## config.mk

```make
export PLATFORM = sky130hd
export DESIGN_NAME = id_ex_stage
export DESIGN_NICKNAME = d
export VERILOG_FILES = /design/src/rtl/mips_pkg.sv /design/src/rtl/id_ex_stage_fwd_unit.sv /design/src/rtl/id_ex_stage.sv
export SDC_FILE = /design/constraint.sdc
export NUM_CORES = 1
export LEC_CHECK = 0
export CAP_MARGIN = 20
export CORE_AREA = 2 2 123 125
export DETAILED_ROUTE_END_ITERATION = 12
export DIE_AREA = 0 0 125 127
export PLACE_DENSITY = 0.73
export RECOVER_POWER = 100
export SKIP_LAST_GASP = 1
export SYNTH_ARGS = -nofsm -noshare
export SYNTH_HDL_FRONTEND = slang
export SYNTH_HIERARCHICAL = 1
export SYNTH_SLANG_ARGS = --single-unit
```

## constraint.sdc

```tcl
create_clock -name clk -period 1.5 [get_ports clk]
set_input_delay 0.3 -clock clk [delete_from_list [all_inputs] [get_ports clk]]
set_output_delay 0.3 -clock clk [all_outputs]
set_load 0.05 [all_outputs]
```

## src/rtl/mips_pkg.sv

```systemverilog
// Shared definitions for the MIPS-style pipeline: ALU function codes,
// operand forward-select codes and default datapath widths.
package mips_pkg;

   localparam int WIDTH_DEF = 32;
   localparam int REGW_DEF  = 5;

   // ALU F input encoding
   typedef enum logic [2:0] {
      F_AND  = 3'b000,
      F_OR   = 3'b001,
      F_ADD  = 3'b010,
      F_ANDN = 3'b100,
      F_ORN  = 3'b101,
      F_SUB  = 3'b110,
      F_SLT  = 3'b111
   } alu_f_t;

   // Operand source selected by the forwarding unit
   typedef enum logic [1:0] {
      FWD_RF = 2'b00,
      FWD_W  = 2'b01,
      FWD_M  = 2'b10
   } fwd_sel_t;

endpackage

```

## src/rtl/id_ex_stage_fwd_unit.sv

```systemverilog
// Forward-select generator for one E-stage source operand.
// Only present when EX_FORWARD_EN is defined; the default build has no
// forwarding and never instantiates this module.
`ifdef EX_FORWARD_EN
module fwd_unit
   import mips_pkg::*;
#(
   parameter int REGW = REGW_DEF
) (
   input  logic [REGW-1:0] src,
   input  logic [REGW-1:0] writeregM,
   input  logic            regwriteM,
   input  logic [REGW-1:0] writeregW,
   input  logic            regwriteW,
   output fwd_sel_t        sel
);

   // MEM result is the youngest so it wins over WB; register 0 never forwards
   always_comb begin
      sel = FWD_RF;
      if (src != '0) begin
         if (regwriteM && (writeregM == src)) begin
            sel = FWD_M;
         end else if (regwriteW && (writeregW == src)) begin
            sel = FWD_W;
         end
      end
   end

endmodule
`endif

```

## src/rtl/id_ex_stage.sv

```systemverilog
// ID/EX pipeline register plus ALU operand selection.
// Optional feature macro: EX_FORWARD_EN -- when defined, source operands are
// forwarded from MEM/WB; when undefined, operands come straight from the
// register file values captured in E and the M/W inputs are ignored.
// Pipeline control: flushE loads a bubble (all zero, so it never writes and
// never forwards) and beats stallE; stallE holds every E register.
module id_ex_stage
   import mips_pkg::*;
#(
   parameter int WIDTH = WIDTH_DEF,
   parameter int REGW  = REGW_DEF
) (
   input  logic             clk,
   input  logic             reset,
   input  logic             stallE,
   input  logic             flushE,
   input  logic             regwriteD,
   input  logic             memtoregD,
   input  logic             memwriteD,
   input  logic             alusrcD,
   input  logic             regdstD,
   input  logic [2:0]       alucontrolD,
   input  logic [WIDTH-1:0] rd1D,
   input  logic [WIDTH-1:0] rd2D,
   input  logic [WIDTH-1:0] signimmD,
   input  logic [REGW-1:0]  rsD,
   input  logic [REGW-1:0]  rtD,
   input  logic [REGW-1:0]  rdD,
   input  logic [WIDTH-1:0] aluoutM,
   input  logic [REGW-1:0]  writeregM,
   input  logic             regwriteM,
   input  logic [WIDTH-1:0] resultW,
   input  logic [REGW-1:0]  writeregW,
   input  logic             regwriteW,
   output logic [WIDTH-1:0] srcAE,
   output logic [WIDTH-1:0] srcBE,
   output logic [2:0]       alucontrolE,
   output logic [WIDTH-1:0] writedataE,
   output logic [REGW-1:0]  writeregE,
   output logic             regwriteE,
   output logic             memtoregE,
   output logic             memwriteE,
   output logic [REGW-1:0]  rsE,
   output logic [REGW-1:0]  rtE
);

   logic             alusrcE;
   logic             regdstE;
   logic [WIDTH-1:0] rd1E;
   logic [WIDTH-1:0] rd2E;
   logic [WIDTH-1:0] signimmE;
   logic [REGW-1:0]  rdE;

   // E-stage register: reset, then flush (bubble), then stall (hold), else load
   always_ff @(posedge clk) begin
      if (reset || flushE) begin
         regwriteE   <= 1'b0;
         memtoregE   <= 1'b0;
         memwriteE   <= 1'b0;
         alusrcE     <= 1'b0;
         regdstE     <= 1'b0;
         alucontrolE <= F_AND;
         rd1E        <= '0;
         rd2E        <= '0;
         signimmE    <= '0;
         rsE         <= '0;
         rtE         <= '0;
         rdE         <= '0;
      end else if (!stallE) begin
         regwriteE   <= regwriteD;
         memtoregE   <= memtoregD;
         memwriteE   <= memwriteD;
         alusrcE     <= alusrcD;
         regdstE     <= regdstD;
         alucontrolE <= alucontrolD;
         rd1E        <= rd1D;
         rd2E        <= rd2D;
         signimmE    <= signimmD;
         rsE         <= rsD;
         rtE         <= rtD;
         rdE         <= rdD;
      end
   end

`ifdef EX_FORWARD_EN
   fwd_sel_t sel_a;
   fwd_sel_t sel_b;

   fwd_unit #(.REGW(REGW)) u_fwd_a (
      .src       (rsE),
      .writeregM (writeregM),
      .regwriteM (regwriteM),
      .writeregW (writeregW),
      .regwriteW (regwriteW),
      .sel       (sel_a)
   );

   fwd_unit #(.REGW(REGW)) u_fwd_b (
      .src       (rtE),
      .writeregM (writeregM),
      .regwriteM (regwriteM),
      .writeregW (writeregW),
      .regwriteW (regwriteW),
      .sel       (sel_b)
   );

   // Forwarding muxes for the A operand and the store-data / B operand
   always_comb begin
      srcAE      = rd1E;
      writedataE = rd2E;
      case (sel_a)
         FWD_M:   srcAE = aluoutM;
         FWD_W:   srcAE = resultW;
         default: srcAE = rd1E;
      endcase
      case (sel_b)
         FWD_M:   writedataE = aluoutM;
         FWD_W:   writedataE = resultW;
         default: writedataE = rd2E;
      endcase
   end
`else
   // Without forwarding the pipeline relies on stalls; M/W inputs are unused
   logic unused_fwd;
   assign unused_fwd = ^{aluoutM, writeregM, regwriteM,
                         resultW, writeregW, regwriteW};

   assign srcAE      = rd1E;
   assign writedataE = rd2E;
`endif

   // B operand: immediate or (possibly forwarded) rt value
   assign srcBE = alusrcE ? signimmE : writedataE;

   // Destination register: rd for R-type, rt otherwise
   assign writeregE = regdstE ? rdE : rtE;

endmodule

```

After elaboration in Yosys (flattened, before gate mapping) --
Index checks and enable logic that the tools add are counted.
Word-level totals: output and inout port bits 117, register bits 119, bits of input ports 199, word-level logic and storage cells 15
Operators by class: muxes and demuxes 2, reductions and logical operators 1
Operator list (number):
- two-way mux 32 bit | 1
- two-way mux 5 bit | 1
- logical OR 1 bit | 1

Longest topological paths before layout --
Gate-level depths: netlist (run 1).
depth after elaboration 1, depth in mapped cells 4, depth with buffers taken out 2

Worst setup path after synthesis (run 1) --
No wires, ideal clock.
kind register to output, from register alusrcE, to output port srcBE[10], slack 143 ps, arrival time 1057 ps, cell stages (with the launch flop) 4, data required time 1200 ps, buffers on the path 2, path through dfxtp_1 buf_2 buf_4 mux2_2
On the way: cells in the longest elaborated chain, start to end 1
RTL lines:
- start, declared | line id_ex_stage.sv:47 | logic alusrcE;
- start signal, assigned | line id_ex_stage.sv:73 | alusrcE <= alusrcD;
- two-way mux 32 bit | line id_ex_stage.sv:133 | assign srcBE = alusrcE ? signimmE : writedataE;
- end, declared | line id_ex_stage.sv:36 | output logic [WIDTH-1:0] srcBE,
Every way passes these cells.

Worst setup path in the final report (run 1) --
from register alusrcE, to output port srcBE[31]
The elaborated chain is that of the path after synthesis.

==> results of run 1 <==
-- sequential cells by signal (all words and copies together) (netlist names) --
| register | count |
|---|---|
| srcAE | 32 |
| alucontrolE | 3 |
| writedataE | 32 |
| rtE | 5 |
| regwriteE | 1 |
| rsE | 5 |
| rdE | 5 |
| regdstE | 1 |
| memtoregE | 1 |
| signimmE | 32 |
| memwriteE | 1 |
| alusrcE | 1 |
-- cell type report --
| type | count | area (um^2) |
|---|---|---|
| Clock inverter | 4 | 70.1 |
| Fill cell | 1295 | 6960 |
| Sequential cell | 119 | 2390 |
| Tap cell | 184 | 230 |
| Multi-Input combinational cell | 276 | 2080 |
| Clock buffer | 24 | 492 |
| Timing Repair Buffer | 252 | 2200 |
-- final timing paths --
path | end | slack [ns] | depth (start not counted)
setup / recovery | srcBE[31] | -0.31 | 3
hold / removal | memtoregE$_SDFFE_PP0N_ | 0.30 | 3
setup reg to reg | alusrcE$_SDFFE_PP0N_ | 0.61 | 3
hold reg to reg | signimmE[7]$_SDFFE_PP0N_ | 0.49 | 2
-- power by group through the flow --
stage	Clock [mW]	Combinational [mW]	Sequential, mW
finish	3.89	1.33	3.33
global route	4.14	1.41	3.34
CTS	3.97	1.55	3.37
detailed placement	0	1.52	3.44
global placement	0	1.49	3.43
floorplan	0	0.592	3.63
-- worst register-to-register path, cell delays in order (launching register included) --
cell       delay, ns
dfxtp_4         0.37
clkbuf_16       0.18
mux2i_1         0.13
nor2_1          0.06
-- metrics by stage --
stage / power [mW] / util / TNS (ns) / hold WS (ns)
2_1_floorplan: 4.22 / - / 0 / 0.444
3_3_place_gp: 4.92 / 0.551 / 0 / 0.468
3_5_place_dp: 4.96 / 0.551 / 0 / 0.485
4_1_cts: 8.89 / 0.597 / -9.95 / 0.289
5_1_grt: 8.89 / 0.517 / -29.34 / 0.298
6_report: 8.55 / 0.517 / -18.11 / 0.296
-- kinds of logic (layout without fill, tap and decap cells) --
group,Yosys count,count (layout)
and+or+nand+nor,120,120
DFF,119,119
buffers and inverters,31,280
muxes,156,156
-- routing by layer --
| layer | global-route usage | up-vias |
|---|---|---|
| met3 | 0.0787 | 25 |
| met5 | 0 | - |
| met4 | 0.0588 | 0 |
| met1 | 0.173 | 1859 |
| li1 | - | 1907 |
| met2 | 0.317 | 151 |
-- cell usage in the layout (no fill, tap or decap) --
master / synthesis / final
mux2_4: 0 / 5
mux2i_1: 119 / 119
nor2_1: 119 / 119
clkdlybuf4s50_1: 0 / 120
mux2_2: 37 / 32
clkbuf_1: 1 / 3
buf_6: 3 / 22
dlygate4sd3_1: 0 / 1
bufinv_16: 0 / 2
dfxtp_4: 0 / 2
clkbuf_2: 0 / 80
buf_8: 0 / 4
buf_4: 3 / 18
or2_0: 0 / 1
clkbuf_8: 0 / 4
clkbuf_16: 0 / 18
dfxtp_1: 119 / 117
buf_12: 12 / 6
clkinv_2: 0 / 2
-- timing repair --
item / in CTS / in global routing
gates resized for setup: 30 / 7
hold buffers: 0 / 0
endpoints found under the setup margin: 37 / 37
pin swaps: 0 / 0
gates cloned: 0 / 1
==> out/results.txt, run 1 <==
Status - finished with violations
Failing checks - negative setup slack
Met2 Routed Length - 7.16 mm
Total GRT Usage - 0.173
CP Class - flip-flop to output pin
Crit path cell chain - clkbuf_16 -> mux2_2 -> buf_4
Clock Power Share - 0.454
Post-synth top cells - dfxtp_1 (119), mux2i_1 (119), nor2_1 (119), mux2_2 (37)
Post-synth top area share - 0.496
DIE WIDTH - 125 um
First drt pass iteration count - 4
Setup bufs post-CTS - 0
Port bufs - 239
Yosys cell types - 10
Antenna cells - 0
Dpl ws - 0.0385 ns
Vias in the first global route - 4268
Final ANT Viol Nets - 0
DR top layer - met4
Mux contribution to synthesized area - 0.335
CTS Root Cell - clkbuf_16
Post-route cell area - 7460 um^2
Async S/R FF share, synth - 0
Worst Path Required - 1.20 ns
Number of synthesized flops with an enable pin - 0
Total routed wirelength - 13.7 mm
Largest family of logic cells by synthesized area - multiplexers
Sw Ratio - 0.244
Starting Density - 0.333
Seq/Total Area, Yosys - 0.496
Nets - 865
CP max stage delay - 0.39 ns
Synth warnings - 6
Complex-gate fraction of the synthesized area - 0
Fin crit share - 1.20
Fin. max-slew vios - 0
Startpoint Class - flip-flop
H-tree Lvls - 4
Syn Nets - 625
Post-Synthesis Cells - 426
RSZ-0062 raised after global routing - true
Area after DPL - 7940 um^2
Worst Hold Launch - stallE
Final worst setup slack - -0.306 ns
Post-Synthesis Mean Instance Area - 11.3 um^2
WP buf/inv - 2
Net Sw Power - 2.09 mW
Yosys top cell by area - dfxtp_1
First-pass GRT wire length - 21.7 mm
Critical path startpoint - alusrcE$_SDFFE_PP0N_
Die ar. - 15900 um^2
Pwr/cell area - 1150 nW/um^2
Num rows - 44
1st-iter DRT viols - 108
Critical path fanouts, max - 10
Crit path capture type - output pin
Global route total overflow - 0
Worst slew pin tran - 0.863 ns
DRC viols - 0
Layout area overhead - 55.2%
Minimum clock period - 1.81 ns
Vias post-DR - 3942
CTS Buf Count - 17
Max-cap viol count - 0
Hold WC Path Type - primary input to flip-flop
Detailed placer's ending HPWL - 10.1 mm
Fraction of the mapped netlist area in simple logic gates - 0.0948
Layout Skew - 0 ns
Adder-Cell Fraction of Synth Area - 0
Post-Syn Area - 4810 um^2
Die height - 127 um
Flop pwr share - 0.390
Routed metal-1 wire length - 5.25 mm
Slew headroom - 0.425
Setup Viol. Count Final - 150
Yosys reg bits - 119
Number of I/O pins - 316
Routed wire per std cell - 16.0 um
Final GP Congestion - 0.760
CP delay by family, top - flip-flops
Internal power - 6.46 mW
Top FF cell, synth - dfxtp_1
Share of cells above drive strength 1 - 0.289
Post-Synth XOR/XNOR Area - 0
Antenna violations before repair - 0
Vias/cell - 4.59
Ranking of synthesized cells by area - dfxtp_1 (50%), mux2i_1 (25%), nor2_1 (9.3%), mux2_2 (8.7%), buf_12 (5.0%)
CTS tree - built
Total core area - 14400 um^2
Leakage Power - 3.46 nW
Fmax achieved - 554 MHz
Slowest cell on the critical path - dfxtp_4
Final hold vios - 0
Clock latency on the worst-skew pair - 0.40 ns
Arr. time, crit path - 1.51 ns
Maximum VDD drop - 616 uV
Max Root-Sink Buffers - 2
Final Non-Filler Cells - 859
Largest net degree at the start of global routing - 39
Placed Cells - 830
Comb pwr share - 0.156
# clock sinks - 119
Routed wl met3 - 1.04 mm
R2R Path Start - alusrcE$_SDFFE_PP0N_
Clock transition at path regs - 0.05 ns
No activity file was read; power rests on OpenSTA's default activity.
==> inputs of run 2 (changes only) <==
- SETUP_SLACK_MARGIN: not set -> 0.02
==> results of run 2 <==
No change in the layout: final DEF, timing and power equal those of run 1.
